$ cat src/rtl/cpu_bus_mux.sv
// CPU-to-core bus interconnect: prefix decode, IDLE/ACCESS/RESP sequencing, sticky error capture.
// Optional ready timeout enabled by defining CPU_BUS_MUX_TIMEOUT_EN.
module cpu_bus_mux #(
  parameter int                          NUM_SLAVES     = 8,
  parameter logic [8*NUM_SLAVES-1:0]     SLAVE_PREFIXES = {NUM_SLAVES{8'h00}},
  parameter int                          TIMEOUT_CYCLES = 255
) (
  input  logic                       clk,
  input  logic                       rst,
  input  logic                       cpu_valid,
  input  logic [31:0]                cpu_addr,
  input  logic [3:0]                 cpu_wstrb,
  input  logic [31:0]                cpu_wdata,
  output logic                       cpu_ready,
  output logic [31:0]                cpu_rdata,
  output logic [NUM_SLAVES-1:0]      slv_cs,
  output logic [3:0]                 slv_we,
  output logic [21:0]                slv_address,
  output logic [31:0]                slv_write_data,
  input  logic [32*NUM_SLAVES-1:0]   slv_read_data,
  input  logic [NUM_SLAVES-1:0]      slv_ready,
  output logic                       err,
  input  logic                       err_clr,
  output logic [31:0]                err_addr
);

  typedef enum logic [1:0] {IDLE, ACCESS, RESP} state_t;

  state_t                  state_q, state_d;
  logic [NUM_SLAVES-1:0]   match, grant;
  logic [NUM_SLAVES-1:0]   slv_cs_q, slv_cs_d;
  logic [31:0]             addr_q, addr_d;
  logic [3:0]              we_q, we_d;
  logic [31:0]             wdata_q, wdata_d;
  logic [31:0]             rdata_q, rdata_d;
  logic                    ready_q, ready_d;
  logic                    err_q, err_d;
  logic [31:0]             err_addr_q, err_addr_d;
  logic                    err_set;
  logic [31:0]             err_set_addr;
  logic                    sel_ready;
  logic [31:0]             sel_rdata;

`ifdef CPU_BUS_MUX_TIMEOUT_EN
  localparam logic [15:0] TMO_LAST = 16'(TIMEOUT_CYCLES - 1);
  logic [15:0]             tmo_cnt_q, tmo_cnt_d;
`endif

  if (NUM_SLAVES < 1 || NUM_SLAVES > 16 || TIMEOUT_CYCLES < 1 || TIMEOUT_CYCLES > 65535) begin : g_bad_params
    $error("cpu_bus_mux: NUM_SLAVES or TIMEOUT_CYCLES out of range");
  end

  for (genvar gi = 0; gi < NUM_SLAVES; gi++) begin : g_match
    assign match[gi] = (cpu_addr[31:24] == SLAVE_PREFIXES[8*gi +: 8]);
  end

  // Scanning downward leaves the lowest matching index as the winner.
  always_comb begin
    grant = '0;
    for (int i = NUM_SLAVES - 1; i >= 0; i--) begin
      if (match[i]) begin
        grant    = '0;
        grant[i] = 1'b1;
      end
    end
  end

  always_comb begin
    sel_rdata = '0;
    for (int i = 0; i < NUM_SLAVES; i++) begin
      if (slv_cs_q[i]) sel_rdata = sel_rdata | slv_read_data[32*i +: 32];
    end
  end

  assign sel_ready = |(slv_ready & slv_cs_q);

  always_comb begin
    state_d      = state_q;
    slv_cs_d     = slv_cs_q;
    addr_d       = addr_q;
    we_d         = we_q;
    wdata_d      = wdata_q;
    rdata_d      = rdata_q;
    ready_d      = 1'b0;
    err_set      = 1'b0;
    err_set_addr = addr_q;
`ifdef CPU_BUS_MUX_TIMEOUT_EN
    tmo_cnt_d    = tmo_cnt_q;
`endif
    case (state_q)
      IDLE: begin
        if (cpu_valid) begin
          addr_d  = cpu_addr;
          we_d    = cpu_wstrb;
          wdata_d = cpu_wdata;
`ifdef CPU_BUS_MUX_TIMEOUT_EN
          tmo_cnt_d = '0;
`endif
          if (|match) begin
            slv_cs_d = grant;
            state_d  = ACCESS;
          end else begin
            rdata_d      = '0;
            ready_d      = 1'b1;
            err_set      = 1'b1;
            err_set_addr = cpu_addr;
            state_d      = RESP;
          end
        end
      end
      ACCESS: begin
        // Ready takes priority over an expiring timeout in the same cycle.
        if (sel_ready) begin
          rdata_d  = sel_rdata;
          slv_cs_d = '0;
          ready_d  = 1'b1;
          state_d  = RESP;
        end
`ifdef CPU_BUS_MUX_TIMEOUT_EN
        else if (tmo_cnt_q == TMO_LAST) begin
          rdata_d  = 32'hdeadbeef;
          slv_cs_d = '0;
          ready_d  = 1'b1;
          err_set  = 1'b1;
          state_d  = RESP;
        end else begin
          tmo_cnt_d = tmo_cnt_q + 16'd1;
        end
`endif
      end
      RESP: begin
        state_d = IDLE;
      end
      default: begin
        slv_cs_d = '0;
        state_d  = IDLE;
      end
    endcase
  end

  // A new error during a clear still records its address; otherwise the first error is kept.
  always_comb begin
    err_d      = err_q;
    err_addr_d = err_addr_q;
    if (err_clr) begin
      err_d      = 1'b0;
      err_addr_d = '0;
    end
    if (err_set) begin
      err_d = 1'b1;
      if (!err_q || err_clr) err_addr_d = err_set_addr;
    end
  end

  always_ff @(posedge clk) begin
    if (rst) begin
      state_q    <= IDLE;
      slv_cs_q   <= '0;
      addr_q     <= '0;
      we_q       <= '0;
      wdata_q    <= '0;
      rdata_q    <= '0;
      ready_q    <= 1'b0;
      err_q      <= 1'b0;
      err_addr_q <= '0;
`ifdef CPU_BUS_MUX_TIMEOUT_EN
      tmo_cnt_q  <= '0;
`endif
    end else begin
      state_q    <= state_d;
      slv_cs_q   <= slv_cs_d;
      addr_q     <= addr_d;
      we_q       <= we_d;
      wdata_q    <= wdata_d;
      rdata_q    <= rdata_d;
      ready_q    <= ready_d;
      err_q      <= err_d;
      err_addr_q <= err_addr_d;
`ifdef CPU_BUS_MUX_TIMEOUT_EN
      tmo_cnt_q  <= tmo_cnt_d;
`endif
    end
  end

  assign cpu_ready      = ready_q;
  assign cpu_rdata      = rdata_q;
  assign slv_cs         = slv_cs_q;
  assign slv_we         = we_q;
  assign slv_address    = addr_q[23:2];
  assign slv_write_data = wdata_q;
  assign err            = err_q;
  assign err_addr       = err_addr_q;

endmodule
$ cat config.mk
export PLATFORM = sky130hd
export DESIGN_NAME = cpu_bus_mux
export DESIGN_NICKNAME = d
export VERILOG_FILES = /design/src/rtl/cpu_bus_mux.sv
export SDC_FILE = /design/constraint.sdc
export NUM_CORES = 1
export LEC_CHECK = 0
export CAP_MARGIN = 10
export CORE_AREA = 8 8 174 176
export CTS_BUF_LIST = sky130_fd_sc_hd__clkbuf_16
export DETAILED_ROUTE_END_ITERATION = 8
export DIE_AREA = 0 0 182 184
export PLACE_DENSITY_LB_ADDON = 0.05
export SLEW_MARGIN = 20
export SYNTH_ARGS = -nofsm -noshare
export SYNTH_HDL_FRONTEND = slang
export SYNTH_SLANG_ARGS = --single-unit
$ cat constraint.sdc
create_clock -name clk -period 2.3 [get_ports clk]
set_input_delay 0.575 -clock clk [delete_from_list [all_inputs] [get_ports clk]]
set_output_delay 0.575 -clock clk [all_outputs]
set_load 0.02 [all_outputs]
==> Word-level counts from Yosys, hierarchy flattened <==
Cells that the tools add are included.
{ "totals": {"elab_cells": 68, "input_bits": 336, "register_bits": 144} }
{ "op_classes": {"eq_ne": 6, "reduce_logical": 11, "muxes": 33, "n_bitwise": 9} }
{ "op_table": {"columns": ["operator", "n"], "rows": [
  ["$mux 32", 17],
  ["$or 32x32->32", 7],
  ["$pmux 32 s2", 1],
  ["$mux 8", 3],
  ["$pmux 8 s3", 1],
  ["$and 8x8->8", 1],
  ["$logic_not 8->1", 1],
  ["$ne 2x2->1 const B", 4],
  ["$reduce_and 4->1", 2],
  ["$reduce_or 8->1", 1],
  ["$mux 1", 6],
  ["$mux 2", 3],
  ["$pmux 2 s2", 1],
  ["$reduce_and 2->1", 2],
  ["$reduce_bool 2->1", 2],
  ["$eq 2x1->1 const B", 1],
  ["$eq 2x2->1 const B", 1],
  ["$logic_not 2->1", 1],
  ["$pmux 1 s2", 1],
  ["$logic_not 1->1", 1],
  ["$logic_or 1x1->1", 1],
  ["$not 1->1", 1]
]} }

==> Logic depth before layout (Yosys ltp) <==
{ "depth": {"word_depth": 17, "mapped_depth": 7} }

==> Worst setup path after synthesis <==
Ideal clock, no wire load.
{ "synth_path": {"kind": "input to register", "start": "in cpu_addr[31]", "end": "reg rdata_q[10], in the netlist cpu_rdata[10]", "arrival_time_ns": 1.972, "required_ns": 2.243, "stages": 5, "slack_ns": 0.270, "path_cell_list": "or4_1 -> or3_4 -> a21oi_4 -> buf_6 -> a22o_2"} }
{ "synth_between": {"elab_chain_cells": 3} }
{ "synth_rtl": {"columns": ["item", "line_no", "text"], "rows": [
  ["start, declared", "11", "input logic [31:0] cpu_addr,"],
  ["$logic_not 8->1", "54", "assign match[gi] = (cpu_addr[31:24] == SLAVE_PREFIXES[8*gi +: 8]);"],
  ["$ne 2x2->1 (no line)", null, null],
  ["$reduce_and 4->1 (no line)", null, null],
  ["end signal, assigned", "175", "rdata_q <= rdata_d;"],
  ["end, declared", "35", "logic [31:0] rdata_q, rdata_d;"]
]} }
No other way between the ends.
A chain may end at the register's enable or synchronous reset.

==> Worst setup path in the final report <==
{ "layout_path": {"start": "in cpu_addr[27]", "end": "reg rdata_q[2], in the netlist cpu_rdata[2]"} }
The elaborated chain is that of the path after synthesis.

==> results.yml <==
outcome:
  status: "completed"
yosys:
  synth_most_common_cell: "nand2_1"
  synth.ff_latch_count: 127
  synth.cell_area_um2: 4610
  ys_types: 30
  synth.yosys.seq_area_share_pct: 55.1
  synth_top_area_cell: "dfxtp_1"
  synthTopCellsByArea: "dfxtp_1, nand2_1, a21oi_1"
  synthesis.instances: 528
  async_flop_share_pct: 0
  syn_area_per_cell_um2: 8.74
  dominant_register_cell_in_the_synthesized_netlist: "dfxtp_1"
  ys.warnings.count: 0
  synth_top_area_share_pct: 55.1
  yosys-top-cells-count: "nand2_1, dfxtp_1, a21oi_1"
  synth_enable_flop_cells: 0
global_routing:
  grt_first_pass_wirelength_mm: 28.7
  gr-total-overflow: 0
  first_global_vias: 4438
  maximum_number_of_pins_on_one_net_before_global_route_repair: 60
  gr-usage-all-layers_pct: 11.3
  grt_antenna_before_repair: 1
power:
  netSwitchingPower_w: 0.00157
  sw_frac_of_total_pct: 25.4
  power.internal_w: 0.00463
  pwr-share-comb_pct: 13.7
  cellLeakagePower_nw: 2.86
  total_chip_power_w: 0.00620
  share_clk_of_total_power_pct: 48.4
  sequentialPowerShare_pct: 37.9
  ir_worst_vdd_mv: 0.391
  power.density_nw_per_um2: 793
place:
  place_hpwl_mm: 13.8
  port_bufs: 229
  place_inst: 1057
  finalWeightedCongestion: 0.705
cells_and_area:
  antenna_cells: 0
  drive_gt1_share_pct: 11.6
  multi_input_area_um2: 1710
  nets: 1066
  area.growth.synth_to_final_pct: 69.7
  finalNonFillerCells: 1089
  register_area_um2: 2540
  post-route-util_pct: 28.5
  num-fill-cells: 2904
cts:
  clock_insertion_delay_worst_skew_ns: 0.41
  cts-htree-levels: 4
  cts_tree: "built"
  ctsResizeCount: 0
  tritoncts_num_sinks: 127
  cts_buffers: 17
  worst_setup_hold_path_clk_slew_ns: 0.06
  cts.hold.buffers_added: 0
  cts.path.max_buffers: 2
  clock-root-buffer: "clkbuf_16"
  post-cts-setup-buffer-count: 0
route:
  vias_per_cell: 3.94
  drt_wl_total_mm: 19.4
  drt_iter0_markers: 188
  route.antenna.remaining_nets: 0
  firstDrtPassIters: 4
  routed-via-count: 4292
  remaining_drc_errors: 0
  wl_per_cell_um: 17.8
critical_path:
  cp.required_ns: 2.65
  critical_path_cell_sequence: "clkdlybuf4s50_1, or4_4, or3_4, a21oi_4, buf_12, a22o_2"
  critical_path_peak_fanout: 31
  critPathCaptureType: "flop"
  start_kind: "primary input"
  worst_r2r_startpoint: "state_q[1]"
  reg2reg_slack_ns: 0.53
  critical_path_class: "primary input to flop"
  cp_data_arrival_time_ns: 2.53
  timing.critical_path.slowest_cell_delay_ns: 0.57
  timing.reg2reg.worst_path_depth: 4
  r2r-end: "err"
  worst_path_max_delay_cell: "or4_4"
floorplan:
  fp.dieW_um: 182
  pin_count: 468
  row_count: 61
  fp.dieArea_um2: 33500
  chipHeight_um: 184
  initial_standard_cell_utilization_of_the_core_pct: 16.8
  core_area_um2: 27500
sta:
  final_report_hold_violation_count: 0
  final.setup.tns_ns: 0
  timing.hold.ws_ns: 0.453
  relative_slew_slack_pct: 50.6
  max_freq_mhz: 458
  timing.clock.skew_ns: 0.00940
  report.final.slew_viol_count: 0
  unrepaired_setup_endpoints_after_global_routing: "false"
  timing.final.crit_period_ns: 2.18
  finalSetupViolations: 0
  timing_worst_slew_pin_value_ns: 0.741
  finalCritPeriodShare_pct: 94.9
min_path:
  hold_path.startpoint: "slv_write_data[3]"
  hp-class: "flop to flop"
  timing.hold.worst_path_depth: 2
  hold-path-endpoint: "slv_write_data[3]"
job:
  max-cap-violations: 0
## power by group through the flow
stage	combinational, W	clock, W	sequential [W]
floorplan	0.000300	0	0.00248
global placement	0.000862	0	0.00240
CTS	0.000867	0.00314	0.00235
finish	0.000847	0.00300	0.00235
global route	0.000918	0.00322	0.00237
detailed placement	0.000862	0	0.00240
## per-layer routing
| metal | up-vias | track usage [%] | wire, um |
|---|---|---|---|
| li1 | 2143 | - | - |
| met1 | 1961 | 13.3 | 8510 |
| met2 | 178 | 15.9 | 7770 |
| met3 | 8 | 8.91 | 3000 |
| met4 | 2 | 2.26 | 114 |
| met5 | - | 0 | 13 |
## sequential cells by signal, summed over array words and instances (netlist names)
signal	count
state_q	2
slv_write_data	32
addr_q	22
err_addr	32
slv_cs	1
cpu_ready	1
err	1
cpu_rdata	32
slv_we	4
## final cells by class
cell class	instances	share of cell area, %
multi-input combinational	334	21.9
inverter	2	0.0959
timing repair buffer	248	31.8
sequential	127	32.5
clock inverter	15	2.77
tap	346	5.53
clock buffer	17	5.43
## cell families (layout without fill, tap and decap cells)
logic type             count (synthesis)  after routing  share of synthesized area, %
AO/OA/AOI/OAI                        131            131                          18.1
other                                  1              7                        0.0813
buffers and inverters                 73            282                          8.92
flip-flops                           127            127                          55.1
AND/OR/NAND/NOR                      196            196                          17.8
## layout by cell type (no fill, tap or decap), drive strengths merged
cell	netlist	routed
a31oi	1	1
dfxtp	127	127
clkinv	1	7
a22o	31	31
and2	1	1
nand2b	1	1
o31ai	1	1
conb	1	7
nand3	32	32
o211ai	1	1
clkinvlp	0	2
or3	1	1
or3b	1	1
a21oi	62	62
clkbuf	31	17
bufinv	0	5
clkdlybuf4s50	0	228
nor3	3	3
inv	1	3
or4	2	2
a32o	1	1
nor3b	1	1
nand2	150	150
o21ai	34	34
nor2	3	3
nor4	1	1
buf	40	20
## worst max-delay path: cells and delay by family
family / cells / cell delay, ns
simple gates: 2 / 0.98
buf+inv: 2 / 0.63
compound gates: 2 / 0.34
## how the worst max path moves through the flow
stage                     cells past startpoint       endpoint    startpoint  slack, ns
after floorplan                               5  cpu_rdata[10]  cpu_addr[31]       0.27
after global placement                        6   cpu_rdata[1]  cpu_addr[27]      -0.28
after detailed placement                      6  cpu_rdata[26]  cpu_addr[31]      -0.31
after CTS                                     6  cpu_rdata[26]  cpu_addr[31]       0.13
after global routing                          6  cpu_rdata[26]  cpu_addr[27]       0.07
final                                         6   cpu_rdata[2]  cpu_addr[27]       0.12
## metrics by stage
stage               area (um2)  setup WS (ns)
detailed placement        7190         -0.308
finish                    7830          0.117
CTS                       7830          0.127
global placement          7190         -0.282
global route              7830         0.0666
floorplan                 4640          0.270
(Power assumes the default switching activity.)
